## src/rtl/branch_resolve_unit.sv

```systemverilog
// Branch resolve unit paired with a gshare predictor: owns the speculative GHR, carries
// per-branch prediction state F->D->E, resolves in E and drives PHT update and flush.
// Optional BRU_STATS_EN adds saturating resolved/mispredicted branch counters.
module branch_resolve_unit #(
  parameter int unsigned HIST_W = 4,
  parameter int unsigned PC_W   = 32
) (
  input  logic              clk,
  input  logic              reset,
  input  logic              f_valid,
  input  logic              f_is_branch,
  input  logic [PC_W-1:0]   f_pc,
  input  logic              f_pred,
  output logic [HIST_W-1:0] f_ghr,
  input  logic              stall,
  input  logic              e_branch,
  input  logic              e_taken,
  input  logic [PC_W-1:0]   e_target,
  output logic              upd_en,
  output logic [HIST_W-1:0] upd_idx,
  output logic              upd_taken,
  output logic              flush,
  output logic [PC_W-1:0]   redirect_pc
`ifdef BRU_STATS_EN
  ,
  output logic [15:0]       br_count,
  output logic [15:0]       mis_count
`endif
);

  typedef enum logic [0:0] {StRun, StFlush} state_e;

  // Only the low bits of the checkpoint are needed: recovery shifts the MSB out anyway.
  typedef struct packed {
    logic              valid;
    logic              is_branch;
    logic              pred;
    logic [HIST_W-1:0] idx;
    logic [HIST_W-2:0] ckpt;
    logic [PC_W-1:0]   pc;
  } slot_t;

  state_e            state_q, state_d;
  logic [HIST_W-1:0] ghr_q, ghr_d;
  slot_t             d_slot_q, d_slot_d;
  slot_t             e_slot_q, e_slot_d;
  logic [PC_W-1:0]   redirect_q, redirect_d;
  logic              upd_en_q, upd_taken_q, flush_q;
  logic [HIST_W-1:0] upd_idx_q;

  logic fetch_acc, res, mis;

  assign fetch_acc = f_valid & ~stall & (state_q == StRun);
  assign res       = e_branch & e_slot_q.valid;
  assign mis       = res & (e_taken != e_slot_q.pred);

  always_comb begin
    state_d    = state_q;
    ghr_d      = ghr_q;
    d_slot_d   = d_slot_q;
    e_slot_d   = e_slot_q;
    redirect_d = redirect_q;
    if (mis) begin
      // Recover history from the checkpoint; any same-cycle fetch is discarded.
      ghr_d          = {e_slot_q.ckpt, e_taken};
      d_slot_d.valid = 1'b0;
      e_slot_d.valid = 1'b0;
      redirect_d     = e_taken ? e_target : e_slot_q.pc + PC_W'(1);
      state_d        = StFlush;
    end else begin
      if (state_q == StFlush) begin
        state_d = StRun;
      end
      if (stall) begin
        e_slot_d.valid = 1'b0;
      end else begin
        e_slot_d           = d_slot_q;
        d_slot_d.valid     = fetch_acc;
        d_slot_d.is_branch = f_is_branch;
        d_slot_d.pred      = f_pred;
        d_slot_d.idx       = f_pc[HIST_W-1:0] ^ ghr_q;
        d_slot_d.ckpt      = ghr_q[HIST_W-2:0];
        d_slot_d.pc        = f_pc;
        if (fetch_acc && f_is_branch) begin
          ghr_d = {ghr_q[HIST_W-2:0], f_pred};
        end
      end
    end
  end

  always_ff @(posedge clk) begin
    if (reset) begin
      state_q     <= StRun;
      ghr_q       <= '0;
      d_slot_q    <= '0;
      e_slot_q    <= '0;
      redirect_q  <= '0;
      upd_en_q    <= 1'b0;
      upd_idx_q   <= '0;
      upd_taken_q <= 1'b0;
      flush_q     <= 1'b0;
    end else begin
      state_q     <= state_d;
      ghr_q       <= ghr_d;
      d_slot_q    <= d_slot_d;
      e_slot_q    <= e_slot_d;
      redirect_q  <= redirect_d;
      upd_en_q    <= res;
      upd_idx_q   <= e_slot_q.idx;
      upd_taken_q <= e_taken;
      flush_q     <= mis;
    end
  end

  assign f_ghr       = ghr_q;
  assign upd_en      = upd_en_q;
  assign upd_idx     = upd_idx_q;
  assign upd_taken   = upd_taken_q;
  assign flush       = flush_q;
  assign redirect_pc = redirect_q;

`ifdef BRU_STATS_EN
  logic [15:0] br_count_q, mis_count_q;

  always_ff @(posedge clk) begin
    if (reset) begin
      br_count_q  <= '0;
      mis_count_q <= '0;
    end else begin
      if (res && br_count_q != 16'hFFFF) begin
        br_count_q <= br_count_q + 16'd1;
      end
      if (mis && mis_count_q != 16'hFFFF) begin
        mis_count_q <= mis_count_q + 16'd1;
      end
    end
  end

  assign br_count  = br_count_q;
  assign mis_count = mis_count_q;
`endif

  // A valid slot resolving as a branch must have been fetched as one.
  a_e_is_branch : assert property (@(posedge clk) disable iff (reset)
    (e_branch && e_slot_q.valid) |-> e_slot_q.is_branch);

endmodule
```

## config.mk

```make
export PLATFORM = sky130hd
export DESIGN_NAME = branch_resolve_unit
export DESIGN_NICKNAME = d
export VERILOG_FILES = /design/src/rtl/branch_resolve_unit.sv
export SDC_FILE = /design/constraint.sdc
export NUM_CORES = 1
export LEC_CHECK = 0
export ABC_AREA = 1
export CORE_MARGIN = 4
export CORE_UTILIZATION = 51
export CTS_CLUSTER_DIAMETER = 80
export DETAILED_ROUTE_END_ITERATION = 6
export GPL_ROUTABILITY_DRIVEN = 0
export GPL_TIMING_DRIVEN = 0
export PLACE_DENSITY = 0.86
export SETUP_SLACK_MARGIN = 0.3
export SLEW_MARGIN = 20
export SYNTH_ARGS = -nofsm -noshare
export SYNTH_HDL_FRONTEND = slang
export SYNTH_SLANG_ARGS = --single-unit
export TNS_END_PERCENT = 10
```

## constraint.sdc

```tcl
create_clock -name clk -period 2.3 [get_ports clk]
set_clock_uncertainty 0.2 [all_clocks]
set_input_delay 0.46 -clock clk [delete_from_list [all_inputs] [get_ports clk]]
set_output_delay 0.46 -clock clk [all_outputs]
set_load 0.02 [all_outputs]
```

==> results of run 1 <==
[state kept, by name, summed over array words and instances (netlist names)]
| signal | flops |
|---|---|
| upd_taken | 1 |
| state_q | 1 |
| upd_en | 1 |
| e_slot_q | 41 |
| f_ghr | 4 |
| d_slot_q | 41 |
| upd_idx | 4 |
| redirect_pc | 32 |
[layout make-up]
| type | instances | share of cell area |
|---|---|---|
| Clock buffer | 18 | 0.0569 |
| Timing Repair Buffer | 114 | 0.155 |
| Buffer | 38 | 0.0257 |
| Clock inverter | 14 | 0.0213 |
| Inverter | 50 | 0.0256 |
| Tap cell | 136 | 0.0232 |
| Sequential cell | 125 | 0.341 |
| Multi-Input combinational cell | 585 | 0.352 |
[power by group through the flow]
stage	combinational [mW]	sequential, mW	clock [mW]
6_report	0.521	2.34	2.60
5_1_grt	0.580	2.35	2.71
4_1_cts	0.517	2.34	2.61
3_5_place_dp	0.509	2.38	0
3_3_place_gp	0.502	2.38	0
2_1_floorplan	0.276	2.37	0
[cells by family (layout without fill, tap and decap cells)]
family / after synthesis / count (layout)
compound gates: 149 / 149
fa+ha+maj: 1 / 1
mux: 2 / 2
simple gates: 425 / 425
xor+xnor: 8 / 8
flops: 125 / 125
buf+inv: 88 / 234
[through the flow]
step | cell area [µm²] | utilization | cells
2_1_floorplan | 5440 | - | 798
3_3_place_gp | 6740 | 0.650 | 1047
3_5_place_dp | 6740 | 0.650 | 1047
4_1_cts | 7300 | 0.704 | 1079
5_1_grt | 7340 | 0.708 | 1080
6_report | 7340 | 0.708 | 1080
[timing repair]
action,CTS,global route
pin swaps,0,1
resized for setup,6,13
setup buffers,0,1
setup endpoints to repair,65,124
[routing by layer]
layer / share of wire / global-route usage / up-vias
li1: - / - / 2810
met1: 0.43 / 0.321 / 2483
met2: 0.46 / 0.405 / 246
met3: 0.082 / 0.0584 / 32
met4: 0.024 / 0.104 / 0
met5: 0 / 0 / -
[worst max path at each step]
stage,start,end,slack [ns],cells after the start
after floorplan,e_branch,e_slot_q[28],0.67,8
after global placement,e_taken,redirect_pc[21],-0.29,9
after detailed placement,e_taken,redirect_pc[25],-0.30,9
after CTS,redirect_pc[8],redirect_pc[8],0.15,1
after global routing,redirect_pc[25],redirect_pc[25],0.12,1
final,redirect_pc[6],redirect_pc[6],0.16,1
[Yosys cell counts, drive strengths merged]
cell type,instances,area [µm²]
ha,1,12.5
buf,19,113
clkbuf,19,71.3
nand3,37,185
nor3,3,15.0
nand4,1,6.26
o221ai,1,8.76
nand3b,2,15.0
nor2,183,713
a211oi,1,7.51
dfxtp,125,2500
o21ai,97,485
xor2,7,61.3
a21oi,46,234
nand2,199,759
mux2i,2,20.0
o211ai,4,30.0
xnor2,1,8.76
inv,50,188
==> impl_metrics.py, run 1 <==
metrics = {
    "clock_tree": {
        "cts_buffers": 17,
        "clk_latency_ns": 0.52,
        "clockRootBuffer": "clkbuf_8",
        "cts_htree_levels": 4,
        "path_clk_slew_ns": 0.06,
        "cts_hold_buffers": 0,
        "clock-sinks": 125,
        "clock_path_buffers": 2,
        "cts_tree": "yes",
    },
    "synth": {
        "synth_fp_nets": 871,
        "synth-simple-area-share": 0.312,
        "ys_ff_latch": 125,
        "synth_compound_area_frac": 0.141,
        "synth_cells": 798,
        "synth_mux_area_frac": 0.00368,
        "synthXorXnorAreaFrac": 0.0129,
        "synth_top_family_by_area": "simple AND/OR/NAND/NOR gates",
        "yosys_warnings": 0,
        "syn_area_um2": 5440,
        "synth_cell_types": 27,
        "yosysSeqAreaShare": 0.460,
        "synthAdderAreaFrac": 0.00230,
        "postSynthAreaPerCell_um2": 6.81,
    },
    "layout": {
        "layout-drive-gt1-share": 0.0742,
        "syn2layout_area_growth_pct": 35.1,
        "nets": 1004,
        "final_cell_mix": "nand2_1 (195), nor2_1 (176), dfxtp_1 (125)",
        "diodes": 0,
        "fill_cells": 831,
        "seq_area_um2": 2500,
        "layout_commonest_cell": "nand2_1",
        "multi_input_area_um2": 2580,
    },
    "pwr": {
        "p_leak_nw": 3.05,
        "p_int_mw": 4.07,
        "power_mw": 5.46,
        "clkPwrFrac": 0.476,
        "combPwrFrac": 0.095,
        "p_sw_mw": 1.39,
        "power.density_nw_per_um2": 743,
        "ir_worst_vdd_mv": 0.522,
        "p_sw_frac": 0.255,
        "sequentialPowerShare": 0.429,
    },
    "critical_path": {
        "crit_path_max_incr_delay_ns": 0.61,
        "worstSetupStartpointType": "flip-flop",
        "path_buf_inv": 1,
        "required_ns": 1.64,
        "rr_worst_depth": 9,
        "criticalPathCategory": "reg -> out",
        "crit_chain": "clkdlybuf4s50_1",
        "critPathTopFamily": "buffers and inverters",
        "worst-endpoint-arrival_ns": 1.48,
        "r2r_end": "redirect_pc[31]",
        "worstSetupEndpointType": "output port",
        "cpMaxStageDelayCell": "clkdlybuf4s50_1",
        "path_max_fanout": 2,
        "reg2reg_slack_ns": 0.37,
        "worstReg2RegStart": "e_slot_q[2]",
    },
    "sta": {
        "max_slew.worst_pin.slew_ns": 0.593,
        "max_freq_ghz": 0.467,
        "finalSetupViolCount": 0,
        "rsz0062_at_grt": "true",
        "fin_setup_tns_ns": 0,
        "finalCritPeriodShare": 0.931,
        "fin_crit_ns": 2.14,
        "fin_hold_ws_ns": 0.0931,
        "maxSlewViolCount": 0,
        "finalHoldViolCount": 0,
        "worst_slack_ns": 0.160,
        "worst_slew_margin_rel": 0.605,
    },
    "floorplanning": {
        "rows": 37,
        "io_pins": 115,
        "initial_utilization": 0.524,
        "die_x_um": 111,
        "die_area_um2": 12400,
        "core-area_um2": 10400,
        "fp.dieH_um": 111,
    },
    "grt": {
        "grt_first_pass_wirelength_um": 25400,
        "grt.overflow.total": 0,
        "grt_pass1_vias": 5340,
        "grt_max_degree": 17,
        "antenna_found_initial": 0,
        "grt_usage": 0.250,
    },
    "job": {
        "drv_cap": 0,
    },
    "place": {
        "hpwl_um": 11100,
        "io_buffers": 113,
        "place_ws_ns": -0.301,
    },
    "detailed_routing": {
        "drtIter0Drc": 468,
        "vias": 5571,
        "viasPerCell": 5.16,
        "wire_per_inst_um": 14.1,
        "first_pass_iters": 5,
        "drc": 0,
        "drt_wl_total_um": 15300,
        "final_antenna_net_count": 0,
    },
    "min_path": {
        "holdPathStages": 2,
        "min_from": "reset",
        "hold_path_end": "d_slot_q[35]",
        "hold_path_class": "in -> reg",
    },
    "status": {
        "status": "finished, final reports clean",
    },
}
Note: power is estimated with default switching activity, not from simulation.
==> run 2, diff against run 1 <==
CORE_ASPECT_RATIO = 0.8   (was unset)
==> impl_metrics.py, run 2 (synthesis results as in run 1) <==
metrics = {
    "critical_path": {
        "worstSetupStartpointType": "flip-flop",
        "worstSetupEndpointType": "output port",
        "critPathTopFamily": "buffers and inverters",
        "crit_path_max_incr_delay_ns": 0.62,
        "worstReg2RegStart": "e_slot_q[1]",
        "r2r_end": "redirect_pc[31]",
        "crit_chain": "clkdlybuf4s50_1",
        "reg2reg_slack_ns": 0.37,
        "path_max_fanout": 2,
        "required_ns": 1.64,
        "worst-endpoint-arrival_ns": 1.38,
        "rr_worst_depth": 9,
        "criticalPathCategory": "reg -> out",
        "path_buf_inv": 1,
        "cpMaxStageDelayCell": "clkdlybuf4s50_1",
    },
    "layout": {
        "layout_commonest_cell": "nand2_1",
        "seq_area_um2": 2500,
        "diodes": 0,
        "nets": 1010,
        "fill_cells": 818,
        "fin_area_um2": 7490,
        "multi_input_area_um2": 2600,
        "syn2layout_area_growth_pct": 37.7,
        "final_cell_mix": "nand2_1 (194), nor2_1 (176), dfxtp_1 (125)",
        "utilization": 0.725,
        "layout-drive-gt1-share": 0.0811,
    },
    "detailed_routing": {
        "viasPerCell": 5.20,
        "vias": 5670,
        "wire_per_inst_um": 14.6,
        "drc": 0,
        "drt_wl_total_um": 15900,
        "first_pass_iters": 5,
        "drtIter0Drc": 483,
        "final_antenna_net_count": 0,
    },
    "pwr": {
        "power.density_nw_per_um2": 762,
        "p_leak_nw": 3.13,
        "ir_worst_vdd_mv": 0.587,
        "power_mw": 5.70,
    },
    "place": {
        "hpwl_um": 11200,
        "post_dp_cell_area_um2": 6740,
        "io_buffers": 113,
        "place_ws_ns": -0.257,
    },
    "sta": {
        "worst_slack_ns": 0.259,
        "rsz0062_at_grt": "true",
        "maxSlewViolCount": 0,
        "finalCritPeriodShare": 0.887,
        "worst_slew_margin_rel": 0.597,
        "finalSetupViolCount": 0,
        "max_freq_ghz": 0.490,
        "finalHoldViolCount": 0,
        "fin_crit_ns": 2.04,
        "max_slew.worst_pin.slew_ns": 0.604,
    },
    "floorplanning": {
        "fp.dieH_um": 100,
        "die_x_um": 123,
        "io_pins": 115,
        "initial_utilization": 0.527,
        "rows": 33,
        "core-area_um2": 10300,
        "die_area_um2": 12400,
    },
    "min_path": {
        "hold_path_class": "in -> reg",
        "holdPathStages": 2,
        "hold_path_end": "d_slot_q[35]",
        "min_from": "reset",
    },
    "job": {
        "drv_cap": 0,
    },
    "grt": {
        "grt_max_degree": 17,
        "grt_first_pass_wirelength_um": 24900,
        "grt_pass1_vias": 5140,
        "grt_usage": 0.258,
        "grt.overflow.total": 0,
        "antenna_found_initial": 0,
    },
    "status": {
        "status": "finished, final reports clean",
    },
    "clock_tree": {
        "clockRootBuffer": "clkbuf_16",
        "clock-sinks": 125,
        "cts_buffers": 17,
        "clk_latency_ns": 0.41,
        "path_clk_slew_ns": 0.05,
        "cts_tree": "yes",
        "clock_path_buffers": 2,
        "cts_htree_levels": 4,
    },
}
==> run 2: changes by cell type in the layout (fill, tap and decap cells not counted), sizes merged <==
cell	before	now
dlymetal6s2s	2	3
clkdlybuf4s50	105	108
bufinv	2	4
clkinv	3	6
buf	19	26
inv	56	50
clkinvlp	3	1
clkbuf	38	40
dlygate4sd2	6	2
==> run 2: stage by stage <==
| stage | cells | setup TNS, ns | hold slack, ns |
|---|---|---|---|
| after floorplan | 798 | 0 | 0.210 |
| after global placement | 1051 | -10.90 | 0.225 |
| after detailed placement | 1051 | -13.67 | 0.229 |
| after CTS | 1083 | 0 | 0.209 |
| after global routing | 1090 | 0 | 0.215 |
| final | 1090 | 0 | 0.215 |
==> run 2: worst max path at each step <==
stage	from	end	slack, ns	cells past startpoint
finish	redirect_pc[3]	redirect_pc[3]	0.26	1
floorplan	e_branch	e_slot_q[28]	0.67	8
global route	redirect_pc[28]	redirect_pc[28]	0.22	1
CTS	f_ghr[1]	f_ghr[1]	0.17	1
detailed placement	e_taken	redirect_pc[26]	-0.26	9
global placement	e_taken	redirect_pc[23]	-0.22	9
==> run 2: final cells by class <==
| type | count | area share |
|---|---|---|
| Timing Repair Buffer | 120 | 0.159 |
| Clock buffer | 21 | 0.0615 |
| Sequential cell | 125 | 0.334 |
| Inverter | 50 | 0.0254 |
| Buffer | 38 | 0.0276 |
| Multi-Input combinational cell | 585 | 0.347 |
| Tap cell | 140 | 0.0234 |
| Clock inverter | 11 | 0.0221 |
==> run 2: per-layer routing <==
layer / vias up / share of wire / GRT usage
li1: 2825 / - / -
met1: 2540 / 0.45 / 0.349
met2: 274 / 0.43 / 0.390
met3: 31 / 0.10 / 0.0817
met4: 0 / 0.019 / 0.0877
met5: - / 0 / 0
==> run 2: repair_timing <==
item | in CTS | in global routing
endpoints found under the setup margin | 110 | 129
hold buffers | 0 | 0
pin swaps | 0 | 2
gates resized for setup | 6 | 18
setup buffers | 0 | 7
==> run 2: power by group <==
part | internal [mW] | switching (mW) | total, mW
clock | 1.87 | 0.959 | 2.82
sequential | 2.27 | 0.0733 | 2.34
combinational | 0.242 | 0.294 | 0.536
total | 4.38 | 1.33 | 5.70
==> run 3, diff against run 2 <==
ABC_AREA = unset   (was 1)
==> impl_metrics.py, run 3 <==
metrics = {
    "status": {
        "status": "finished, final reports clean",
    },
    "synth": {
        "post-synth-top-count-cell": "nand2_1",
        "postSynthAreaPerCell_um2": 8.06,
        "synthAdderAreaFrac": 0.00237,
        "ys_ff_latch": 125,
        "synth_top_area_cell": "dfxtp_1",
        "synth_top_family_by_area": "simple AND/OR/NAND/NOR gates",
        "synth_cells": 656,
        "synth_fp_nets": 729,
        "synth_mux_area_frac": 0.0114,
        "synth_edf_count": 0,
        "synth-simple-area-share": 0.236,
        "synth_cell_types": 43,
        "synthTopCellsByCount": "nand2_1 (175), dfxtp_1 (125), a21oi_1 (100)",
        "syn_area_um2": 5290,
        "yosys_warnings": 0,
        "synth_compound_area_frac": 0.168,
        "synthArstFlopShare": 0,
        "synthTopCellsByArea": "dfxtp_1 (47%), nand2_1 (12%), a21oi_1 (9.5%), xor2_1 (3.0%), xnor2_1 (2.3%)",
        "synth_top_area_frac": 0.473,
        "synth_ff_type": "dfxtp_1",
        "yosysSeqAreaShare": 0.473,
        "synthXorXnorAreaFrac": 0.0530,
    },
    "place": {
        "io_buffers": 114,
        "place_ws_ns": -0.367,
        "placed_cells": 906,
        "post_dp_cell_area_um2": 6600,
        "hpwl_um": 11600,
    },
    "detailed_routing": {
        "final_antenna_net_count": 0,
        "vias": 5445,
        "first_pass_iters": 5,
        "drtIter0Drc": 606,
        "drc": 0,
        "viasPerCell": 5.79,
        "drt_wl_total_um": 16900,
        "wire_per_inst_um": 17.9,
    },
    "clock_tree": {
        "clock_path_buffers": 2,
        "path_clk_slew_ns": 0.06,
        "clockRootBuffer": "clkbuf_16",
        "cts_hold_buffers": 0,
        "cts_buffers": 17,
        "cts_tree": "yes",
        "clk_latency_ns": 0.42,
        "clock-sinks": 125,
        "cts_htree_levels": 4,
    },
    "sta": {
        "fin_setup_tns_ns": 0,
        "max_slew.worst_pin.slew_ns": 0.622,
        "fin_hold_ws_ns": 0.253,
        "worst_slew_margin_rel": 0.585,
        "maxSlewViolCount": 0,
        "max_freq_ghz": 0.463,
        "worst_slack_ns": 0.140,
        "finalCritPeriodShare": 0.939,
        "rsz0062_at_grt": "true",
        "finalHoldViolCount": 0,
        "finalSetupViolCount": 0,
        "fin_crit_ns": 2.16,
    },
    "critical_path": {
        "worstSetupEndpointType": "flip-flop",
        "critPathTopFamily": "simple AND/OR/NAND/NOR gates",
        "crit_chain": "nand4_1 -> nor3_1 -> nand4_1 -> xor2_1 -> o22ai_1",
        "cpMaxStageDelayCell": "nor3_1",
        "crit_path_max_incr_delay_ns": 0.58,
        "required_ns": 2.40,
        "criticalPathCategory": "reg -> reg",
        "worst-endpoint-arrival_ns": 2.26,
        "worst_path_most_repeated_cell": "nand4_1",
        "worstSetupStartpointType": "flip-flop",
        "path_buf_inv": 0,
        "path_max_fanout": 6,
    },
    "layout": {
        "fill_cells": 690,
        "layout-drive-gt1-share": 0.104,
        "diodes": 0,
        "fin_area_um2": 7320,
        "utilization": 0.741,
        "final_cell_mix": "nand2_1 (174), dfxtp_1 (123), clkdlybuf4s50_1 (107)",
        "fin_cells": 940,
        "nets": 865,
        "layout_commonest_cell": "nand2_1",
        "syn2layout_area_growth_pct": 38.5,
    },
    "floorplanning": {
        "fp.dieH_um": 99.1,
        "die_area_um2": 12100,
        "rows": 32,
        "core-area_um2": 9890,
        "io_pins": 115,
        "die_x_um": 122,
        "initial_utilization": 0.535,
    },
    "min_path": {
        "hold_path_class": "reg -> reg",
    },
    "grt": {
        "antenna_found_initial": 0,
        "grt_pass1_vias": 5414,
        "grt.overflow.total": 0,
        "grt_max_degree": 17,
        "grt_usage": 0.279,
        "grt_first_pass_wirelength_um": 26700,
    },
    "pwr": {
        "p_leak_nw": 2.76,
        "power_mw": 5.62,
        "ir_worst_vdd_mv": 0.564,
        "power.density_nw_per_um2": 767,
    },
    "job": {
        "drv_cap": 0,
    },
}
## run 3: cell count changes after synthesis, sizes merged, moves of 17 or more
cell and delta:
a21oi +54, and3 +17, inv -42, nand2 -24
nand3 -23, nor2 -155, o21ai -76
## run 3: report_power, final
group,leakage [nW],internal [mW],switching (mW)
combinational,1.44,0.216,0.233
clock,0.295,1.84,1.03
sequential,1.02,2.24,0.0608
total,2.76,4.30,1.32
## run 3: what timing repair did
action,4_1_cts,5_1_grt
setup endpoints to repair,145,110
setup buffers,2,1
pin swaps,1,4
gates resized for setup,13,24
endpoints found under the hold margin,0,0
## run 3: cells by family (layout without fill, tap and decap cells)
kind of cell | after synthesis | count (layout)
and+or+nand+nor | 275 | 275
AOI/OAI and AO/OA | 160 | 160
DFF | 125 | 125
buffers and inverters | 57 | 205
xor gates and xnor gates | 32 | 32
muxes | 6 | 6
adders and majority gates | 1 | 1
## run 3: layer usage
metal / global-route usage / vias up / wire length, µm
met1: 0.346 / 2572 / 6590
met4: 0.103 / 0 / 453
met2: 0.453 / 300 / 8000
met3: 0.0924 / 62 / 1810
met5: 0 / - / 0
li1: - / 2511 / -
## run 3: cell type report
cell class | count | area (µm²) | area share
Clock inverter | 13 | 190 | 0.0260
Inverter | 8 | 30.0 | 0.00410
Sequential cell | 125 | 2510 | 0.342
Clock buffer | 18 | 439 | 0.0600
Multi-Input combinational cell | 474 | 2510 | 0.343
Timing Repair Buffer | 117 | 1170 | 0.160
Buffer | 49 | 298 | 0.0407
Tap cell | 136 | 170 | 0.0232
## run 3: worst paths after layout
path	cells after the start	slack, ns	end	startpoint
min reg2reg	2	0.25	e_slot_q[38]	d_slot_q[38]
min	2	0.25	e_slot_q[38]	d_slot_q[38]
max	5	0.14	redirect_pc[25]	e_slot_q[5]
max reg2reg	5	0.14	redirect_pc[25]	e_slot_q[5]
## run 3: worst min-delay path, delay by kind of cell (launching register included)
| family | cells | cell delay (ns) |
|---|---|---|
| AO/OA/AOI/OAI | 1 | 0.05 |
| flip-flops | 1 | 0.31 |
| AND/OR/NAND/NOR | 1 | 0.05 |
